===== src/rtl/rv_pkg.sv =====
// Shared register-file constants and the writeback entry carried by the long-latency path.
package rv_pkg;
  localparam int XLEN       = 32;
  localparam int REG_ADDR_W = 5;
  localparam int NUM_REGS   = 32;

  localparam logic [REG_ADDR_W-1:0] X0 = '0;

  typedef struct packed {
    logic [REG_ADDR_W-1:0] rd;
    logic [XLEN-1:0]       data;
  } wb_entry_t;
endpackage


===== src/rtl/wb_fifo.sv =====
// Small synchronous FIFO holding long-latency results until the write port is free.
module wb_fifo
  import rv_pkg::*;
#(
  parameter int DEPTH = 2,
  parameter int CNT_W = $clog2(DEPTH) + 1
) (
  input  logic             clk,
  input  logic             rst_n,
  input  logic             push_i,
  input  logic             pop_i,
  input  wb_entry_t        wdata_i,
  output wb_entry_t        head_o,
  output logic             empty_o,
  output logic [CNT_W-1:0] count_o
);
  localparam int PTR_W = $clog2(DEPTH);

  wb_entry_t        mem_q [DEPTH];
  logic [PTR_W-1:0] wrPtr_q, rdPtr_q;
  logic [CNT_W-1:0] count_q, count_d;
  logic             full, doPush, doPop;

  assign full    = (count_q == CNT_W'(DEPTH));
  assign empty_o = (count_q == '0);
  assign count_o = count_q;
  assign head_o  = mem_q[rdPtr_q];
  assign doPush  = push_i && !full;
  assign doPop   = pop_i && !empty_o;

  always_comb begin
    count_d = count_q;
    case ({doPush, doPop})
      2'b10:   count_d = count_q + CNT_W'(1);
      2'b01:   count_d = count_q - CNT_W'(1);
      default: count_d = count_q;
    endcase
  end

  // Depth is a power of two, so the pointers wrap on natural overflow.
  always_ff @(posedge clk or negedge rst_n) begin
    if (!rst_n) begin
      wrPtr_q <= '0;
      rdPtr_q <= '0;
      count_q <= '0;
    end else begin
      if (doPush) wrPtr_q <= wrPtr_q + PTR_W'(1);
      if (doPop)  rdPtr_q <= rdPtr_q + PTR_W'(1);
      count_q <= count_d;
    end
  end

  always_ff @(posedge clk) begin
    if (doPush) mem_q[wrPtr_q] <= wdata_i;
  end
endmodule


===== src/rtl/regfile_writeback_arbiter.sv =====
// Register-file write port arbiter: ALU results win, buffered long-latency results
// drain into idle slots, and a busy scoreboard stalls decode on pending long writes.
module regfile_writeback_arbiter
  import rv_pkg::*;
#(
  parameter int FIFO_DEPTH = 2,
  parameter int XLEN       = 32
) (
  input  logic                  clk,
  input  logic                  rst_n,
  input  logic                  iss_valid,
  input  logic                  iss_long,
  input  logic [REG_ADDR_W-1:0] iss_rd,
  input  logic [REG_ADDR_W-1:0] rs1,
  input  logic [REG_ADDR_W-1:0] rs2,
  output logic                  stall,
  input  logic                  alu_we,
  input  logic [REG_ADDR_W-1:0] alu_rd,
  input  logic [XLEN-1:0]       alu_data,
  input  logic                  lw_valid,
  output logic                  lw_ready,
  input  logic [REG_ADDR_W-1:0] lw_rd,
  input  logic [XLEN-1:0]       lw_data,
  output logic [REG_ADDR_W-1:0] rd,
  output logic [XLEN-1:0]       write_data,
  output logic                  reg_write
);
  localparam int CNT_W = $clog2(FIFO_DEPTH) + 1;

  logic [NUM_REGS-1:0] busy_q, busy_d;
  wb_entry_t           head, pushEntry;
  logic                fifoEmpty;
  logic [CNT_W-1:0]    fifoCount;
  logic                aluWins, drain, push, reserve;

  assign pushEntry = '{rd: lw_rd, data: lw_data};

  wb_fifo #(
    .DEPTH (FIFO_DEPTH)
  ) u_fifo (
    .clk     (clk),
    .rst_n   (rst_n),
    .push_i  (push),
    .pop_i   (drain),
    .wdata_i (pushEntry),
    .head_o  (head),
    .empty_o (fifoEmpty),
    .count_o (fifoCount)
  );

  // An ALU write to x0 leaves the port idle so the FIFO can use the slot.
  assign aluWins  = alu_we && (alu_rd != X0);
  assign drain    = rst_n && !aluWins && !fifoEmpty;
  assign lw_ready = rst_n && (fifoCount < CNT_W'(FIFO_DEPTH));
  assign push     = lw_valid && lw_ready;

  assign stall   = rst_n && iss_valid &&
                   (((rs1 != X0) && busy_q[rs1]) ||
                    ((rs2 != X0) && busy_q[rs2]) ||
                    ((iss_rd != X0) && busy_q[iss_rd]));
  assign reserve = iss_valid && iss_long && !stall && (iss_rd != X0);

  // A drained x0 entry is popped silently without touching the register file.
  always_comb begin
    rd         = '0;
    write_data = '0;
    reg_write  = 1'b0;
    if (rst_n) begin
      if (aluWins) begin
        rd         = alu_rd;
        write_data = alu_data;
        reg_write  = 1'b1;
      end else if (!fifoEmpty && (head.rd != X0)) begin
        rd         = head.rd;
        write_data = head.data;
        reg_write  = 1'b1;
      end
    end
  end

  // Reservation is applied after the drain clear so a same-index set wins.
  always_comb begin
    busy_d = busy_q;
    if (drain)   busy_d[head.rd] = 1'b0;
    if (reserve) busy_d[iss_rd]  = 1'b1;
    busy_d[0] = 1'b0;
  end

  always_ff @(posedge clk or negedge rst_n) begin
    if (!rst_n) busy_q <= '0;
    else        busy_q <= busy_d;
  end
endmodule

===== config.mk =====
export PLATFORM = sky130hd
export DESIGN_NAME = regfile_writeback_arbiter
export DESIGN_NICKNAME = d
export VERILOG_FILES = /design/src/rtl/rv_pkg.sv /design/src/rtl/wb_fifo.sv /design/src/rtl/regfile_writeback_arbiter.sv
export SDC_FILE = /design/constraint.sdc
export NUM_CORES = 1
export LEC_CHECK = 0
export ABC_AREA = 1
export CAP_MARGIN = 15
export CORE_UTILIZATION = 40
export CTS_CLUSTER_SIZE = 20
export DETAILED_ROUTE_END_ITERATION = 16
export PLACE_DENSITY = 0.73
export SLEW_MARGIN = 20
export SYNTH_ARGS = -nofsm -noshare
export SYNTH_HDL_FRONTEND = slang
export SYNTH_HIERARCHICAL = 1
export SYNTH_SLANG_ARGS = --single-unit

===== constraint.sdc =====
create_clock -name clk -period 3.9 [get_ports clk]
set_input_delay 0.78 -clock clk [delete_from_list [all_inputs] [get_ports clk]]
set_output_delay 0.78 -clock clk [all_outputs]
set_load 0.02 [all_outputs]

### Word level (Yosys, flattened, before mapping)

Memories as Yosys holds them, arrays and structs flattened.
Index checks and enable logic that the tools add are counted.
W data, S select, Z words.

| word-level totals | value |
|---|---|
| bits in latches | 0 |
| logic and storage cells | 77 |
| bits in writable memories | 74 |
| memory bits (read-only) | 0 |
| memories kept | 1 |
| input bits | 95 |
| register bits | 35 |
| output and inout bits | 40 |

| cells by class | value |
|---|---|
| multipliers | 0 |
| $lt $le $gt $ge | 7 |
| reductions and logical operators | 31 |
| divide/modulo/power cells | 0 |
| equality and inequality tests | 3 |
| mux-type cells | 24 |
| shift-type cells | 0 |
| add/subtract/negate cells | 4 |
| bitwise gates (word level) | 3 |

Memory list:

| name | words | width | read ports | clocked after memory_dff | write ports | RTL line | source |
|---|---|---|---|---|---|---|---|
| u_fifo.mem_q | 2 | 37 | 1 | 0 | 1 | wb_fifo.sv:19 | `wb_entry_t mem_q [DEPTH];` |

Operator list:

| cell | count |
|---|---|
| $mux W32 | 5 |
| $and A32 B32 Y32 | 1 |
| $not A32 Y32 | 1 |
| $or A32 B32 Y32 | 1 |
| $reduce_bool A5 Y1 | 5 |
| $lt A5 B6 Y1 const B | 4 |
| $logic_and A1 B1 Y1 | 18 |
| $bmux W1 S5 | 3 |
| $mux W5 | 3 |
| $demux W1 S5 | 2 |
| $ge A5 B1 Y1 const B | 2 |
| $mux W1 | 10 |
| $eq A2 B2 Y1 const B | 2 |
| $logic_not A1 Y1 | 4 |
| $pmux W2 S2 | 1 |
| $add A1 B1 Y1 const B | 2 |
| $add A2 B1 Y2 const B | 1 |
| $eq A2 B1 Y1 const B | 1 |
| $logic_not A2 Y1 | 1 |
| $logic_or A1 B1 Y1 | 2 |
| $lt A2 B2 Y1 const B | 1 |
| $reduce_bool A2 Y1 | 1 |
| $sub A2 B1 Y2 const B | 1 |

### Depth between registers and ports, before layout

Gate-level depths: netlist of the first run.

| logic depth | value |
|---|---|
| word-level depth | 10 |
| depth in mapped cells | 18 |
| mapped depth without buffers | 16 |

### Hierarchy

The synthesis of the first run kept the hierarchy.

By module, submodules not included:

| module | cells an instance | times used | area each (um2) | seq. area each (um2) |
|---|---|---|---|---|
| regfile_writeback_arbiter | 570 | 1 | 3414.5 | 775.7 |
| wb_fifo | 225 | 1 | 2934.1 | 2322.2 |

### Least setup slack after synthesis of the first run

Ideal clock, no wire load.

| timing | value |
|---|---|
| path type | input port to flip-flop |
| start point | in rst_n |
| end point | mem u_fifo/mem_q[1][0] in the netlist's numbering (enable) |
| path slack | 0.674 ns |
| data arrival time | 2.795 ns |
| setup time | 0.431 ns |
| stages on the path | 4 |
| buffers on the path | 0 |
| required time | 3.469 ns |
| cell sequence | inv_1 nor3b_1 nand2_1 nor2_1 |

| on the way | value |
|---|---|
| word-level cells in the longest chain between the ends | 5 |

RTL lines:

| element | RTL line | source |
|---|---|---|
| from (decl) | regfile_writeback_arbiter.sv:10 | `input logic rst_n,` |
| $logic_and A1 B1 Y1 | regfile_writeback_arbiter.sv:54 | `assign lw_ready = rst_n && (fifoCount < CNT_W'(FIFO_DEPTH));` |
| $logic_and A1 B1 Y1 | regfile_writeback_arbiter.sv:55 | `assign push = lw_valid && lw_ready;` |
| named net push | regfile_writeback_arbiter.sv:34 | `logic aluWins, drain, push, reserve;` |
| $logic_and A1 B1 Y1 | wb_fifo.sv:28 | `assign doPush = push_i && !full;` |
| $mux W1 | wb_fifo.sv:54 | `if (doPush) mem_q[wrPtr_q] <= wdata_i;` |
| $mux W1 (not written as such) | wb_fifo.sv:54 |  |
| to (decl) | wb_fifo.sv:19 |  |

The timed path passes the listed nets, and every way through them passes these cells.

==> results of run 1 <==
==> timing repair <==
action                                  CTS  global route
endpoints found under the setup margin    0            34
gates resized for setup                   0             6
hold buffers                              0             0
==> cells in the mapped netlist (5+ instances only) <==
| master | number | area (µm²) |
|---|---|---|
| nand2_1 | 266 | 998 |
| nor2_1 | 108 | 405 |
| edfxtp_1 | 74 | 2220 |
| inv_1 | 70 | 263 |
| nand3_1 | 50 | 250 |
| nor3_1 | 41 | 205 |
| o21ai_0 | 36 | 180 |
| dfrtp_1 | 35 | 876 |
| nand3_2 | 29 | 290 |
| buf_6 | 11 | 124 |
| clkbuf_1 | 8 | 30.0 |
| inv_2 | 7 | 26.3 |
| o22ai_1 | 6 | 37.5 |
| a21oi_1 | 5 | 25.0 |
| nand4_1 | 5 | 31.3 |
==> flip-flops by register name, summed over array words and instances (netlist names) <==
| signal | cells |
|---|---|
| busy_q | 31 |
| u_fifo/count_o | 2 |
| u_fifo/mem_q | 74 |
| u_fifo/rdPtr_q | 1 |
| u_fifo/wrPtr_q | 1 |
==> stage by stage <==
stage | cell area, µm² | power, mW | setup slack (ns) | hold WS [ns]
after global routing | 8220 | 4.40 | 0.0238 | 0.520
after CTS | 8210 | 4.13 | 0.0493 | 0.496
final | 8220 | 4.13 | 0.220 | 0.490
after global placement | 7900 | 3.19 | 0.159 | 0.456
after detailed placement | 7900 | 3.22 | 0.138 | 0.461
after floorplan | 6350 | 2.62 | 0.674 | 0.442
==> cell type report <==
class | instances | area share
flip-flops and latches | 109 | 0.377
well taps | 211 | 0.0321
clock buffers | 12 | 0.0300
repair buffers | 164 | 0.194
clock inverters | 4 | 0.00685
multi-input cells | 576 | 0.325
inverters | 77 | 0.0352
==> worst max-delay path: stages, from the launching register on <==
cell	delay, ns
dfrtp_2	0.43
buf_4	0.18
nand2_1	0.06
nand2_1	0.20
nor2_2	0.08
inv_1	0.12
o21ai_1	0.13
a21oi_1	0.14
buf_4	0.15
inv_1	0.05
buf_4	0.19
nor3_1	0.17
clkdlybuf4s50_1	0.64
==> logic make-up after synthesis <==
group / Yosys count / share of synthesized area
and+or+nand+nor: 510 / 0.357
adders and majority gates: 1 / 0.00197
buffers and inverters: 110 / 0.0934
DFF: 109 / 0.488
AOI/OAI and AO/OA: 64 / 0.0583
xor gates and xnor gates: 1 / 0.00138
==> metal layers <==
metal / part of all wire / vias to the layer above / GRT usage
met3: 0.078 / 25 / 0.0484
met1: 0.45 / 2649 / 0.306
met4: 0.014 / 2 / 0.0678
met5: 0.00063 / - / 0
li1: - / 2877 / -
met2: 0.46 / 210 / 0.357
==> where the power goes <==
group | total (mW) | leakage (nW) | internal [mW] | switching (mW)
Sequential | 1.62 | 1.12 | 1.46 | 0.152
Clock | 0.918 | 0.147 | 0.521 | 0.398
Combinational | 1.59 | 2.30 | 0.593 | 1.00
==> how the worst max path moves through the flow <==
| stage | end | cells past startpoint |
|---|---|---|
| floorplan | u_fifo/mem_q[1][0] | 4 |
| global placement | stall | 13 |
| detailed placement | stall | 13 |
| CTS | write_data[13] | 12 |
| global route | write_data[14] | 12 |
| finish | write_data[14] | 12 |
==> results.md, run 1 <==
* Peak supply drop at 212 µV
* FF-to-FF setup slack at 1.88 ns
* Clk buf depth at 2
* Post-synth EDFFs at 74
* Fmax at 272 MHz
* Crit Reg-Reg Startpoint: busy_q[23]
* Worst clock skew at 0.0138 ns
* Total CTS buffers at 9
* Initial antenna violation count at 1
* Outcome: finished, final reports clean
* FF/Latch Area at 0.00310 mm²
* Initial Util at 0.413
* Largest net degree at the start of global routing at 39
* Final Setup Violations at 0
* Reg2reg path depth at 16
* Ant. Diodes at 0
* Clk Latency, worst-skew pair at 0.35 ns
* Crit path from: u_fifo/rdPtr_q
* DR vias at 5,763
* Setup TNS at 0 ns
* Post-Syn Nets at 891
* Crit path kind: reg2out
* Final hold vios at 0
* Most common cell after layout, fill and taps aside: nand2_1
* GPL Wtd Cong at 0.915
* Dominant synthesized flop cell: edfxtp_1
* Synthesis warning total at 6
* Flop and latch count out of synthesis at 109
* Total gr overflow at 0
* Post-route antenna net violation count at 0
* Fill count at 1,409
* Final period util at 0.944
* # IOs at 135
* Post-Layout Cell Count at 1,153
* Clock root buffer: clkbuf_16
* Core ar. at 0.0154 mm²
* Initial DRC Count at 333
* Critical path arrival at 2.90 ns
* WL per Instance at 15.0 µm
* Instance count of the mapped netlist at 795
* Via/cell ratio at 5.00
* Global-route usage over all layers at 0.224
* CP Data Required Time at 3.12 ns
* IO Port Bufs at 134
* Post-synth cell types at 35
* Cell Rows at 45
* Worst Path Max Fanout at 18
* Commonest cells after routing, fill and taps aside: nand2_1, clkdlybuf4s50_1, nor2_1
* Cells after DPL at 1,137
* Die Y at 128 µm
* Number of global-route vias before repair at 5,440
* Clock slew at reported path FFs at 0.07 ns
* Multi-input gate area at 0.00267 mm²
* Synthesized cell area at 0.00635 mm²
* LEAKAGE at 3.57 nW
* Crit start category: register
* CTS H-tree lvls at 3
* Total power density per cell area at 502 mW/mm²
* Clk sinks at 109
* Syn Area/Cell at 7.99 µm²
* Final slew viol count at 0
* Post-CTS setup buffers at 0
* Fin crit period at 3.68 ns
* CTS tree: yes
* DRC violations left at 0
* First-pass GRT wire length at 28,200 µm
* Worst slew pin tran at 0.506 ns
* Horiz. Die Dim at 128 µm
* Share of cells above drive strength 1 at 0.102
* Asr flop ratio synth at 0.321
* Worst min-delay path class: in2async
* Reg2reg end: busy_q[7]
* Synth-to-layout area growth at 29.5%
* MaxCap Viol Count at 0
* Share of the yosys chip area belonging to registers at 0.488
* RSZ-0062 raised after global routing: false
* WL final at 17,300 µm
* Slew HR at 0.662
* Final core utilization at 0.535
* Drt pass-1 iters at 5
* CP endpoint kind: primary output
* Total die area at 0.0164 mm²
* Final nets at 1,033
* Hpwl dp at 13,100 µm
No activity file was read; power rests on OpenSTA's default activity.
==> inputs of run 2 (changes only) <==
CORE_MARGIN = 5   (was unset)
CTS_BUF_LIST = sky130_fd_sc_hd__clkbuf_8   (was unset)
==> run 2 against run 1 <==
Net effect: die area increased by 13%; sequential share of layout area rose by 0.38 points; utilization fell by 1.7 points; via count up 0.35%; count of clock-buffer cells in the layout decreased by 3; critical endpoint is now stall; largest power group unchanged.
==> results.md, run 2 (same netlist as run 1, synthesis figures left out) <==
* Cell Rows at 46 (+2.2%)
* P_sw at 1.56 mW (+0.94%)
* Clk Latency, worst-skew pair at 0.37 ns (+0.02 ns)
* Global-route usage over all layers at 0.201 (-0.0228)
* Final Setup Violations at 0 (unchanged)
* Post-route antenna net violation count at 0 (unchanged)
* CTS Hold Bufs at 0 (unchanged)
* MaxCap Viol Count at 0 (unchanged)
* Outcome: finished, final reports clean
* PnR Total Power at 3.82 mW (-7.4%)
* Hpwl dp at 14,300 µm (+9.8%)
* Fmax at 266 MHz (-2.0%)
* Drt pass-1 iters at 5 (unchanged)
* Clock slew at reported path FFs at 0.10 ns (+0.03 ns)
* GPL Wtd Cong at 0.990 (+8.2%)
* Switching share of power at 0.409 (+0.0338)
* DRC violations left at 0 (unchanged)
* LEAKAGE at 3.93 nW (+10%)
* Max reg flops at 74 (unchanged)
* Power Internal at 2.26 mW (-12%)
* Initial Util at 0.404 (-0.00898)
* Post-cts repair resize count at 1 (+1)
* Post-Layout Cell Count at 1,156 (+0.26%)
* Gate power share at 0.412 (+0.026)
* Total die area at 0.0185 mm² (+13%)
* Total gr overflow at 0 (unchanged)
* Worst min-delay path class: in2async
* Final slew viol count at 0 (unchanged)
* Ant. Diodes at 0 (unchanged)
* WL per Instance at 16.2 µm (+7.9%)
* Crit path kind: in2out
* Horiz. Die Dim at 136 µm (+6.3%)
* Clock root buffer: clkbuf_8
* Number of global-route vias before repair at 5,571 (+2.4%)
* Via/cell ratio at 5.00 (about the same)
* Initial antenna violation count at 0 (-1)
* # IOs at 135 (unchanged)
* CTS tree: yes
* Most common cell after layout, fill and taps aside: nand2_1
* Most flops, register: u_fifo/mem_q
* Critical path arrival at 2.98 ns (+0.08 ns)
* Clk sinks at 109 (unchanged)
* Total power density per cell area at 470 mW/mm² (-6.5%)
* Share of cells above drive strength 1 at 0.0989 (-0.00297)
* DR vias at 5,783 (+0.35%)
* Crit start category: primary input
* CP endpoint kind: primary output
* Final nets at 1,031 (-0.19%)
* Peak supply drop at 253 µV (+19%)
* First-pass GRT wire length at 29,200 µm (+3.5%)
* CP Data Required Time at 3.12 ns (about the same)
* Worst clock skew at 0.00896 ns (-0.00488 ns)
* Synth-to-layout area growth at 28.2%
* Clock share of power at 0.159 (-0.063)
* Die Y at 136 µm (+6.3%)
* Worst slew pin tran at 0.523 ns (+0.0163 ns)
* CTS H-tree lvls at 3 (unchanged)
* Commonest cells after routing, fill and taps aside: nand2_1, nor2_1, clkdlybuf4s50_1
* Fill count at 1,466 (+4.0%)
* Slew HR at 0.652 (-0.0109)
* Post-CTS setup buffers at 0 (unchanged)
* Initial DRC Count at 404 (+21%)
* WL final at 18,800 µm (+8.1%)
* Total CTS buffers at 9 (unchanged)
* Fin crit period at 3.76 ns (+0.0766 ns)
* Sequential power share at 0.430 (+0.038)
* Core ar. at 0.0157 mm² (+2.2%)
* Final period util at 0.963 (+0.0196)
* IO Port Bufs at 134 (unchanged)
* Cells after DPL at 1,140 (+0.26%)
* Clk buf depth at 2 (unchanged)
* Final hold vios at 0 (unchanged)
* Worst Path Max Fanout at 5 (-13)
* Largest net degree at the start of global routing at 38 (-2.6%)
[run 2: cell types whose count changed in the layout (fill, tap and decap cells not counted), moves of 8 or more]
cell	previous run	this run
clkdlybuf4s50_1	131	101
dlymetal6s2s_1	2	32
clkbuf_16	9	0
clkbuf_8	1	9
[run 2: final timing paths]
kind	from	to	slack, ns	depth (start not counted)
worst max-delay path	iss_rd[4]	stall	0.14	12
worst min-delay path	rst_n	busy_q[11]	0.24	1
worst max register to register	busy_q[3]	busy_q[31]	1.82	16
worst min register to register	u_fifo/wrPtr_q	u_fifo/wrPtr_q	0.50	2
max in group asynchronous	rst_n	u_fifo/rdPtr_q	2.94	2
min in group clk	u_fifo/wrPtr_q	u_fifo/wrPtr_q	0.50	2
[run 2: power groups by stage]
stage	sequential (mW)	combinational, mW	clock, mW
final	1.64	1.57	0.607
after floorplan	1.57	1.05	0
after global routing	1.65	1.75	0.661
after CTS	1.63	1.59	0.621
after global placement	1.65	1.57	0
after detailed placement	1.66	1.58	0
[run 2: layout make-up]
| cell class | count | area, µm² | area share |
|---|---|---|---|
| multi-input combinational | 576 | 2670 | 0.328 |
| clock inverter | 7 | 43.8 | 0.00538 |
| clock buffer | 9 | 124 | 0.0152 |
| inverter | 77 | 289 | 0.0355 |
| timing repair buffer | 162 | 1640 | 0.202 |
| tap | 216 | 270 | 0.0332 |
| sequential | 109 | 3100 | 0.381 |
[run 2: worst max-delay path, cell delays in order]
cell	delay, ns
clkdlybuf4s50_1	0.54
inv_1	0.11
nor3_1	0.35
o21ai_0	0.20
nand2_1	0.09
inv_1	0.04
nand2_1	0.06
nor2_2	0.05
nand2_2	0.07
nand2_4	0.05
inv_1	0.05
clkdlybuf4s50_1	0.59
[run 2: routing by layer]
layer / up-vias / share of wire / GRT usage
li1: 2858 / - / -
met1: 2681 / 0.43 / 0.267
met2: 213 / 0.47 / 0.326
met3: 31 / 0.077 / 0.0496
met4: 0 / 0.021 / 0.0633
met5: - / 0 / 0
[run 2: per-stage QoR]
stage	setup TNS (ns)	util	hold slack, ns	worst slack, ns	area (µm²)
floorplan	0	-	0.442	0.674	6350
global placement	0	0.502	0.455	0.129	7880
detailed placement	0	0.502	0.483	0.134	7880
CTS	0	0.512	0.223	0.0476	8050
global route	-0.00940	0.518	0.232	-0.00940	8140
finish	0	0.518	0.239	0.143	8140
